[src/rtl/seven_seg_scan_ctrl.sv]
`default_nettype none
// ============================================================================
// Module   : seven_seg_scan_ctrl
// Purpose  : Time-multiplexes one shared seven-segment decoder across
//            NUM_DIGITS common-anode digits. Each digit gets a BLANK gap
//            (all anodes off, anti-ghosting) followed by a SHOW window.
//            New display values arrive over a valid/ready handshake and are
//            applied only at frame boundaries so the display never tears.
// Revision : 1.0 - initial release
// ----------------------------------------------------------------------------
// Ports
//   clk         in   rising-edge clock
//   reset_n     in   synchronous reset, active-low
//   en          in   scan enable; low forces blank and restarts at digit 0
//   load_valid  in   new display value offered
//   load_data   in   4*NUM_DIGITS nibbles; digit k = load_data[4k+3:4k]
//   load_ready  out  controller can accept load_data
//   blank_mask  in   1 = digit k never lit (live input)
//   digit_nib   out  nibble for the decoder {X3,X2,X1,X0}
//   anode_n     out  active-low digit enables, one-hot-cold
//   digit_idx   out  index of the currently selected digit
//   frame_tick  out  1-cycle pulse at each frame wrap
// ============================================================================
module seven_seg_scan_ctrl #(
  parameter int NUM_DIGITS   = 4,
  parameter int DWELL_CYCLES = 50000,
  parameter int BLANK_CYCLES = 500
) (
  input  logic                          clk,
  input  logic                          reset_n,
  input  logic                          en,
  input  logic                          load_valid,
  input  logic [4*NUM_DIGITS-1:0]       load_data,
  output logic                          load_ready,
  input  logic [NUM_DIGITS-1:0]         blank_mask,
  output logic [3:0]                    digit_nib,
  output logic [NUM_DIGITS-1:0]         anode_n,
  output logic [$clog2(NUM_DIGITS)-1:0] digit_idx,
  output logic                          frame_tick
);

  localparam int C_MAX_CYC = (DWELL_CYCLES > BLANK_CYCLES) ? DWELL_CYCLES : BLANK_CYCLES;
  localparam int C_TW      = $clog2(C_MAX_CYC + 1);
  localparam int C_IW      = $clog2(NUM_DIGITS);

  localparam logic [C_TW-1:0] C_DWELL_LAST = C_TW'(DWELL_CYCLES - 1);
  localparam logic [C_TW-1:0] C_BLANK_LAST = C_TW'(BLANK_CYCLES - 1);
  localparam logic [C_IW-1:0] C_IDX_LAST   = C_IW'(NUM_DIGITS - 1);

  localparam logic [0:0] ST_BLANK = 1'b0;
  localparam logic [0:0] ST_SHOW  = 1'b1;

  logic [0:0]              r_state,   w_state_nxt;
  logic [C_TW-1:0]         r_timer,   w_timer_nxt;
  logic [C_IW-1:0]         r_idx,     w_idx_nxt;
  logic [4*NUM_DIGITS-1:0] r_disp,    w_disp_nxt;
  logic [4*NUM_DIGITS-1:0] r_shadow,  w_shadow_nxt;
  logic                    r_pending, w_pending_nxt;
  logic                    r_ready,   w_ready_nxt;
  logic [3:0]              r_nib,     w_nib_nxt;
  logic [NUM_DIGITS-1:0]   r_anode,   w_anode_nxt;
  logic                    r_tick,    w_tick_nxt;
  logic                    w_wrap;
  logic                    w_accept;

  assign load_ready = r_ready;
  assign digit_nib  = r_nib;
  assign anode_n    = r_anode;
  assign digit_idx  = r_idx;
  assign frame_tick = r_tick;

  // State register: every output is a flop fed from the output-comb process.
  always_ff @(posedge clk) begin
    if (!reset_n) begin
      r_state   <= ST_BLANK;
      r_timer   <= '0;
      r_idx     <= '0;
      r_disp    <= '0;
      r_shadow  <= '0;
      r_pending <= 1'b0;
      r_ready   <= 1'b1;
      r_nib     <= 4'd0;
      r_anode   <= '1;
      r_tick    <= 1'b0;
    end else begin
      r_state   <= w_state_nxt;
      r_timer   <= w_timer_nxt;
      r_idx     <= w_idx_nxt;
      r_disp    <= w_disp_nxt;
      r_shadow  <= w_shadow_nxt;
      r_pending <= w_pending_nxt;
      r_ready   <= w_ready_nxt;
      r_nib     <= w_nib_nxt;
      r_anode   <= w_anode_nxt;
      r_tick    <= w_tick_nxt;
    end
  end

  // Next-state logic: scan sequencing plus the single-entry load buffer.
  always_comb begin
    w_state_nxt   = r_state;
    w_timer_nxt   = r_timer + C_TW'(1);
    w_idx_nxt     = r_idx;
    w_wrap        = 1'b0;
    w_disp_nxt    = r_disp;
    w_shadow_nxt  = r_shadow;
    w_pending_nxt = r_pending;
    w_ready_nxt   = r_ready;
    w_accept      = load_valid & r_ready;

    if (!en) begin
      w_state_nxt = ST_BLANK;
      w_timer_nxt = '0;
      w_idx_nxt   = '0;
    end else begin
      case (r_state)
        ST_BLANK: begin
          if (r_timer == C_BLANK_LAST) begin
            w_state_nxt = ST_SHOW;
            w_timer_nxt = '0;
          end
        end
        default: begin
          if (r_timer == C_DWELL_LAST) begin
            w_state_nxt = ST_BLANK;
            w_timer_nxt = '0;
            if (r_idx == C_IDX_LAST) begin
              w_idx_nxt = '0;
              w_wrap    = 1'b1;
            end else begin
              w_idx_nxt = r_idx + C_IW'(1);
            end
          end
        end
      endcase
    end

    if (w_wrap && r_pending) begin
      w_disp_nxt    = r_shadow;
      w_pending_nxt = 1'b0;
      w_ready_nxt   = 1'b1;
    end

    // Ready is low whenever a load is pending, so accept and apply never
    // collide: an accept on the wrap edge waits for the following wrap.
    if (w_accept) begin
      w_shadow_nxt  = load_data;
      w_pending_nxt = 1'b1;
      w_ready_nxt   = 1'b0;
    end
  end

  // Output logic: derived from next-state values so the registered outputs
  // line up with the state they describe (e.g. new disp[0] right after wrap).
  always_comb begin
    w_tick_nxt  = w_wrap;
    w_nib_nxt   = 4'd0;
    w_anode_nxt = '1;
    for (int k = 0; k < NUM_DIGITS; k++) begin
      if (w_idx_nxt == C_IW'(k)) begin
        w_nib_nxt = w_disp_nxt[4*k +: 4];
        if (w_state_nxt == ST_SHOW) begin
          w_anode_nxt[k] = blank_mask[k];
        end
      end
    end
  end

endmodule
`default_nettype wire

[config.mk]
export PLATFORM = sky130hd
export DESIGN_NAME = seven_seg_scan_ctrl
export DESIGN_NICKNAME = d
export VERILOG_FILES = /design/src/rtl/seven_seg_scan_ctrl.sv
export SDC_FILE = /design/constraint.sdc
export NUM_CORES = 1
export LEC_CHECK = 0
export ABC_AREA = 1
export ABC_CLOCK_PERIOD_IN_PS = 1800
export BUFFER_PORTS_ARGS = -buffer_cell sky130_fd_sc_hd__buf_2
export CORE_MARGIN = 4
export CORE_UTILIZATION = 46
export CTS_BUF_LIST = sky130_fd_sc_hd__clkbuf_8
export DETAILED_ROUTE_END_ITERATION = 8
export PLACE_DENSITY = 0.69
export SETUP_SLACK_MARGIN = 0.3
export SYNTH_ARGS = -nofsm -noshare
export SYNTH_HDL_FRONTEND = slang
export SYNTH_SLANG_ARGS = --single-unit
[constraint.sdc]
create_clock -name clk -period 1.8 [get_ports clk]
set_input_delay 0.36 -clock clk [delete_from_list [all_inputs] [get_ports clk]]
set_output_delay 0.36 -clock clk [all_outputs]
set_load 0.02 [all_outputs]
## Word level (Yosys, flattened, before mapping)

Index checks and enable logic that the tools add are counted.

| operators by class | value |
|---|---|
| $add $sub $neg | 2 |
| reductions and logical operators | 8 |
| mux-type cells | 24 |
| bitwise operators | 1 |
| eq/ne operators | 6 |

Operators with widths:

| kind | count |
|---|---|
| 2-to-1 mux 16 bit | 4 |
| adder 16 x 1 -> 16 bit (second input constant) | 1 |
| equality test 16 bit (second input constant) | 1 |
| equality test 16 x 9 -> 1 bit (second input constant) | 1 |
| 2-to-1 mux 4 bit | 4 |
| 2-to-1 mux 1 bit | 12 |
| AND reduction 3 bit | 4 |
| 2-to-1 mux 2 bit | 4 |
| equality test 2 bit (second input constant) | 3 |
| adder 2 x 1 -> 2 bit (second input constant) | 1 |
| equality test 2 x 1 -> 1 bit (second input constant) | 1 |
| logical NOT 2 bit | 1 |
| AND reduction 2 bit | 1 |
| nonzero test 2 bit | 1 |
| AND 1 bit | 1 |
| logical AND 1 bit | 1 |

| word-level totals | value |
|---|---|
| bits of input ports | 24 |
| word-level logic and storage cells | 54 |
| register bits after elaboration | 62 |
| output and inout bits | 12 |

## Depth between registers and ports, before layout

| logic depth | value |
|---|---|
| depth in word-level cells | 11 |
| gate-level depth with buffers | 12 |
| gate-level depth less buffers | 12 |

## Worst setup path after synthesis

Ideal clock, no wire load.

| path | value |
|---|---|
| kind | register to register |
| from | reg r_timer[0] |
| to | reg r_nib[1] (netlist: digit_nib[1]) |
| slack | 0.062 ns |
| required time | 1.689 ns |
| stages on the path, launching flop included | 10 |
| arrival | 1.627 ns |
| path buffers | 1 |
| setup time | 0.111 ns |
| period minus slack after synthesis | 1.738 ns |
| cells stage by stage | dfxtp_1 > ha_1 > nand3_4 > nor3_4 > nand4_4 > buf_6 > o21ai_0 > nand2_1 > nand2_1 > nor2_1 |

| between the ends | value |
|---|---|
| word-level cells in the longest chain between the ends | 10 |
| elaborated cells between the ends (all ways) | 17 |
| classes of those cells | 4 x eq/ne; 11 x mux; 2 x reduce/logical |

RTL lines:

| what | line | source |
|---|---|---|
| start: declaration | 54 | `logic [C_TW-1:0] r_timer, w_timer_nxt;` |
| start signal: assignment | 87 | `r_timer <= w_timer_nxt;` |
| equality test 16 bit (*) | 124 | `if (r_timer == C_DWELL_LAST) begin` |
| 2-to-1 mux 1 bit | 124 |  |
| 2-to-1 mux 1 bit | 116 | `case (r_state)` |
| 2-to-1 mux 1 bit | 111 | `if (!en) begin` |
| logical AND 1 bit | 138 | `if (w_wrap && r_pending) begin` |
| 2-to-1 mux 16 bit | 138 |  |
| 2-to-1 mux 4 bit (3 in a row) | 160 | `if (w_idx_nxt == C_IW'(k)) begin` |
| 2-to-1 mux 4 bit (*) | 160 |  |
| end signal: assignment | 93 | `r_nib <= w_nib_nxt;` |
| end: declaration | 60 | `logic [3:0] r_nib, w_nib_nxt;` |

Every way passes the cells marked *; elsewhere a longest branch is shown, timed or not.
A chain may end at the register's enable or synchronous reset.

## Worst setup path in the final report

| path | value |
|---|---|
| from | reg r_timer[1] |
| to | reg r_timer[15] |

| between the ends | value |
|---|---|
| word-level cells in the longest chain between the ends | 3 |
| elaborated cells between the ends (all ways) | 6 |
| classes of those cells | 1 x add/sub; 2 x eq/ne; 3 x mux |

RTL lines:

| what | line | source |
|---|---|---|
| adder 16 x 1 -> 16 bit, or another cell as far along | 102 | `w_timer_nxt = r_timer + C_TW'(1);` |
| 2-to-1 mux 16 bit, on equally long branches | 118, 124 |  |
| 2-to-1 mux 16 bit (*) | 116 |  |

Marks and branches as above.

==> results.json <==
{
  "post-route-util": 0.620,
  "yosysSeqAreaShare": 0.459,
  "drt-met1-wl_mm": 3.13,
  "wl_per_cell_um": 12.7,
  "htree_levels": 3,
  "synth_top_family_by_area": "simple AND/OR/NAND/NOR gates",
  "arrival_ns": 1.98,
  "core_area_sq_um": 5610,
  "finalSetupTns_ns": 0,
  "total_power_mw": 2.58,
  "p_leak_nw": 1.56,
  "ys_seq_elements": 62,
  "syn_inst": 371,
  "swShare": 0.249,
  "ff2ff_setup_slack_ns": 0.05,
  "holdBufCountCts": 0,
  "p_per_area_nw_per_um2": 743,
  "fin_worst_skew_ns": 0.0101,
  "start_util": 0.482,
  "p_int_mw": 1.94,
  "crit_path_cell_trace": "ha_4 -> nand3_4 -> nor2_2 -> nand2_1 -> nor2_4 -> nor2_1 -> o21ai_1 -> buf_4 -> inv_1 -> nand2_1 -> nor2_1",
  "combinationalPowerShare": 0.054,
  "cp-startpoint": "r_timer[1]",
  "syn-num-nets": 397,
  "peakVddDrop_mv": 0.508,
  "root_buffer": "clkbuf_8",
  "drtIter0Drc": 148,
  "grt_max_degree": 23,
  "ios": 36,
  "synthSimpleGateAreaFrac": 0.331,
  "muxShareOfSynthArea": 0,
  "path_clk_slew_ns": 0.07,
  "netlist_area_sq_um": 2700,
  "synth_compound_area_frac": 0.0875,
  "area_growth_pct": 28.6,
  "cpPeakStageDelay_ns": 0.35,
  "critPathTopFamily": "simple AND/OR/NAND/NOR gates",
  "finalHoldViolations": 0,
  "viasPerCell": 4.83,
  "worstSetupPathType": "flop to flop",
  "r2r-start": "r_timer[1]",
  "critPathSlowestCell": "dfxtp_2",
  "period_needed_ns": 1.75,
  "p_clk_frac": 0.394,
  "slew_headroom": 0.792,
  "path_buf_inv": 2,
  "topRoutingLayerUsed": "met4",
  "antenna_left": 0,
  "drc_errors": 0,
  "required_ns": 2.03,
  "row_count": 27,
  "met2_length_mm": 3.08,
  "p_switching_mw": 0.644,
  "synth.distinct_cells": 31,
  "synth_xor_area_frac": 0.0292,
  "antenna_found_initial": 0,
  "min_period_over_period": 0.971,
  "placement.io_buffers": 35,
  "cts_tree": "yes",
  "worstSetupEndpointType": "flop",
  "path_max_fanout": 8,
  "ys_warn_count": 0,
  "final_nets": 467,
  "cts_buffers": 9,
  "hp-class": "primary input to flop",
  "place_congestion": 0.890,
  "die_w_um": 84.6,
  "hp-start": "blank_mask[1]",
  "dr.pass1.iters": 5,
  "setup-violations-final": 0,
  "hpwl_mm": 4.68,
  "startpoint_type": "flop",
  "via_count": 2498,
  "layout-drive-gt1-share": 0.303,
  "final_max_slew_viol_count": 0,
  "design.die.area_sq_um": 7160,
  "clockBufferDepth": 2,
  "seqPwrFrac": 0.552,
  "drv_cap": 0,
  "met3_length_um": 308,
  "fmax_mhz": 572,
  "antenna_cells": 0,
  "routed_wl_mm": 6.59,
  "insertion_delay_ns": 0.34,
  "chipHeight_um": 84.6,
  "syn_avg_cell_area_sq_um": 7.28,
  "rsz0062_at_grt": "yes",
  "worstMarginPinSlew_ns": 0.312,
  "cts_sinks": 62,
  "overflow": 0,
  "first_global_vias": 2352,
  "yosys.area_share.adder": 0.00926,
  "grt_pass1_wl_mm": 10.8,
  "status": "finished clean",
  "grtUsageTotal": 0.188
}
routing by layer:
layer,global-route usage,vias up
li1,-,1310
met1,0.259,1119
met2,0.284,59
met3,0.0500,10
met4,0.0647,0
met5,0,-
registers in the layout, indices dropped and copies added (netlist names):
signal,flops
anode_n,4
r_shadow,16
r_disp,16
frame_tick,1
digit_idx,2
r_state,1
r_pending,1
r_timer,16
digit_nib,4
load_ready,1
layout make-up:
cell class	instances	area, sq um
fill	505	2130
sequential	62	1250
clock inverter	6	31.3
timing repair buffer	70	438
tap	72	90.1
clock buffer	9	124
multi-input combinational	254	1370
inverter	44	165
through the flow:
stage	area [sq um]	hold slack [ns]	cells	worst slack, ns
final	3470	0.193	517	0.0514
after global routing	3470	0.193	517	-0.0645
after CTS	3350	0.181	512	0.0884
after detailed placement	3130	0.435	491	-0.0179
after global placement	3130	0.426	491	-0.0310
after floorplan	2750	0.419	371	0.169
cell families after synthesis:
group           Yosys count
compound gates           45
flops                    62
xor+xnor                  9
simple gates            198
buf+inv                  55
fa+ha+maj                 2
placed cells by master (no fill, tap or decap), drive strengths merged:
master     n
a21oi     16
nand2     85
dfxtp     62
buf       70
nor3b      1
nor3       5
nand3b     2
inv       45
nand3     14
nand4     12
clkbuf     9
xnor2      4
nor4       3
o21ai     29
clkinv     4
nor2      76
xor2       5
clkinvlp   1
ha         2
power groups by stage:
stage	Combinational (mW)	Sequential [mW]	Clock (mW)
after floorplan	0.0848	1.45	0
after detailed placement	0.139	1.46	0
final	0.139	1.42	1.02
after CTS	0.139	1.42	1.04
after global routing	0.161	1.43	1.10
after global placement	0.135	1.46	0
worst reg2reg max path: cells and delay by family, from the launching register on:
kind	cells	cell delay, ns
simple gates	7	0.79
fa+ha+maj	1	0.15
compound gates	1	0.14
flops	1	0.35
buf+inv	2	0.21
synth_stat cells:
library cell / instances / area (sq um)
a21oi_1: 16 / 80.1
buf_1: 1 / 3.75
buf_2: 3 / 15.0
buf_6: 2 / 22.5
clkbuf_1: 5 / 18.8
clkinv_1: 1 / 3.75
dfxtp_1: 62 / 1240
ha_1: 2 / 25.0
inv_1: 42 / 158
inv_2: 1 / 3.75
nand2_1: 84 / 315
nand2_2: 1 / 6.26
nand3_1: 10 / 50.1
nand3_2: 3 / 30.0
nand3_4: 1 / 17.5
nand3b_1: 2 / 15.0
nand4_1: 11 / 68.8
nand4_4: 1 / 21.3
nor2_1: 73 / 274
nor2_2: 1 / 6.26
nor2_4: 2 / 22.5
nor3_1: 3 / 15.0
nor3_2: 1 / 10.0
nor3_4: 1 / 16.3
nor3b_1: 1 / 7.51
nor4_1: 3 / 18.8
o21ai_0: 24 / 120
o21ai_1: 2 / 10.0
o21ai_2: 3 / 26.3
xnor2_1: 4 / 35.0
xor2_1: 5 / 43.8
final timing paths:
path                       to  cells past startpoint
setup / recovery  r_timer[15]                     11
hold / removal     anode_n[1]                      3
setup reg to reg  r_timer[15]                     11
hold reg to reg    r_timer[0]                      1
repair_timing:
action                     CTS  global route
gates resized for setup     12            23
buffers inserted             6             5
pin swaps                    3             3
setup endpoints to repair   36            43
No activity file was read; power rests on OpenSTA's default activity.
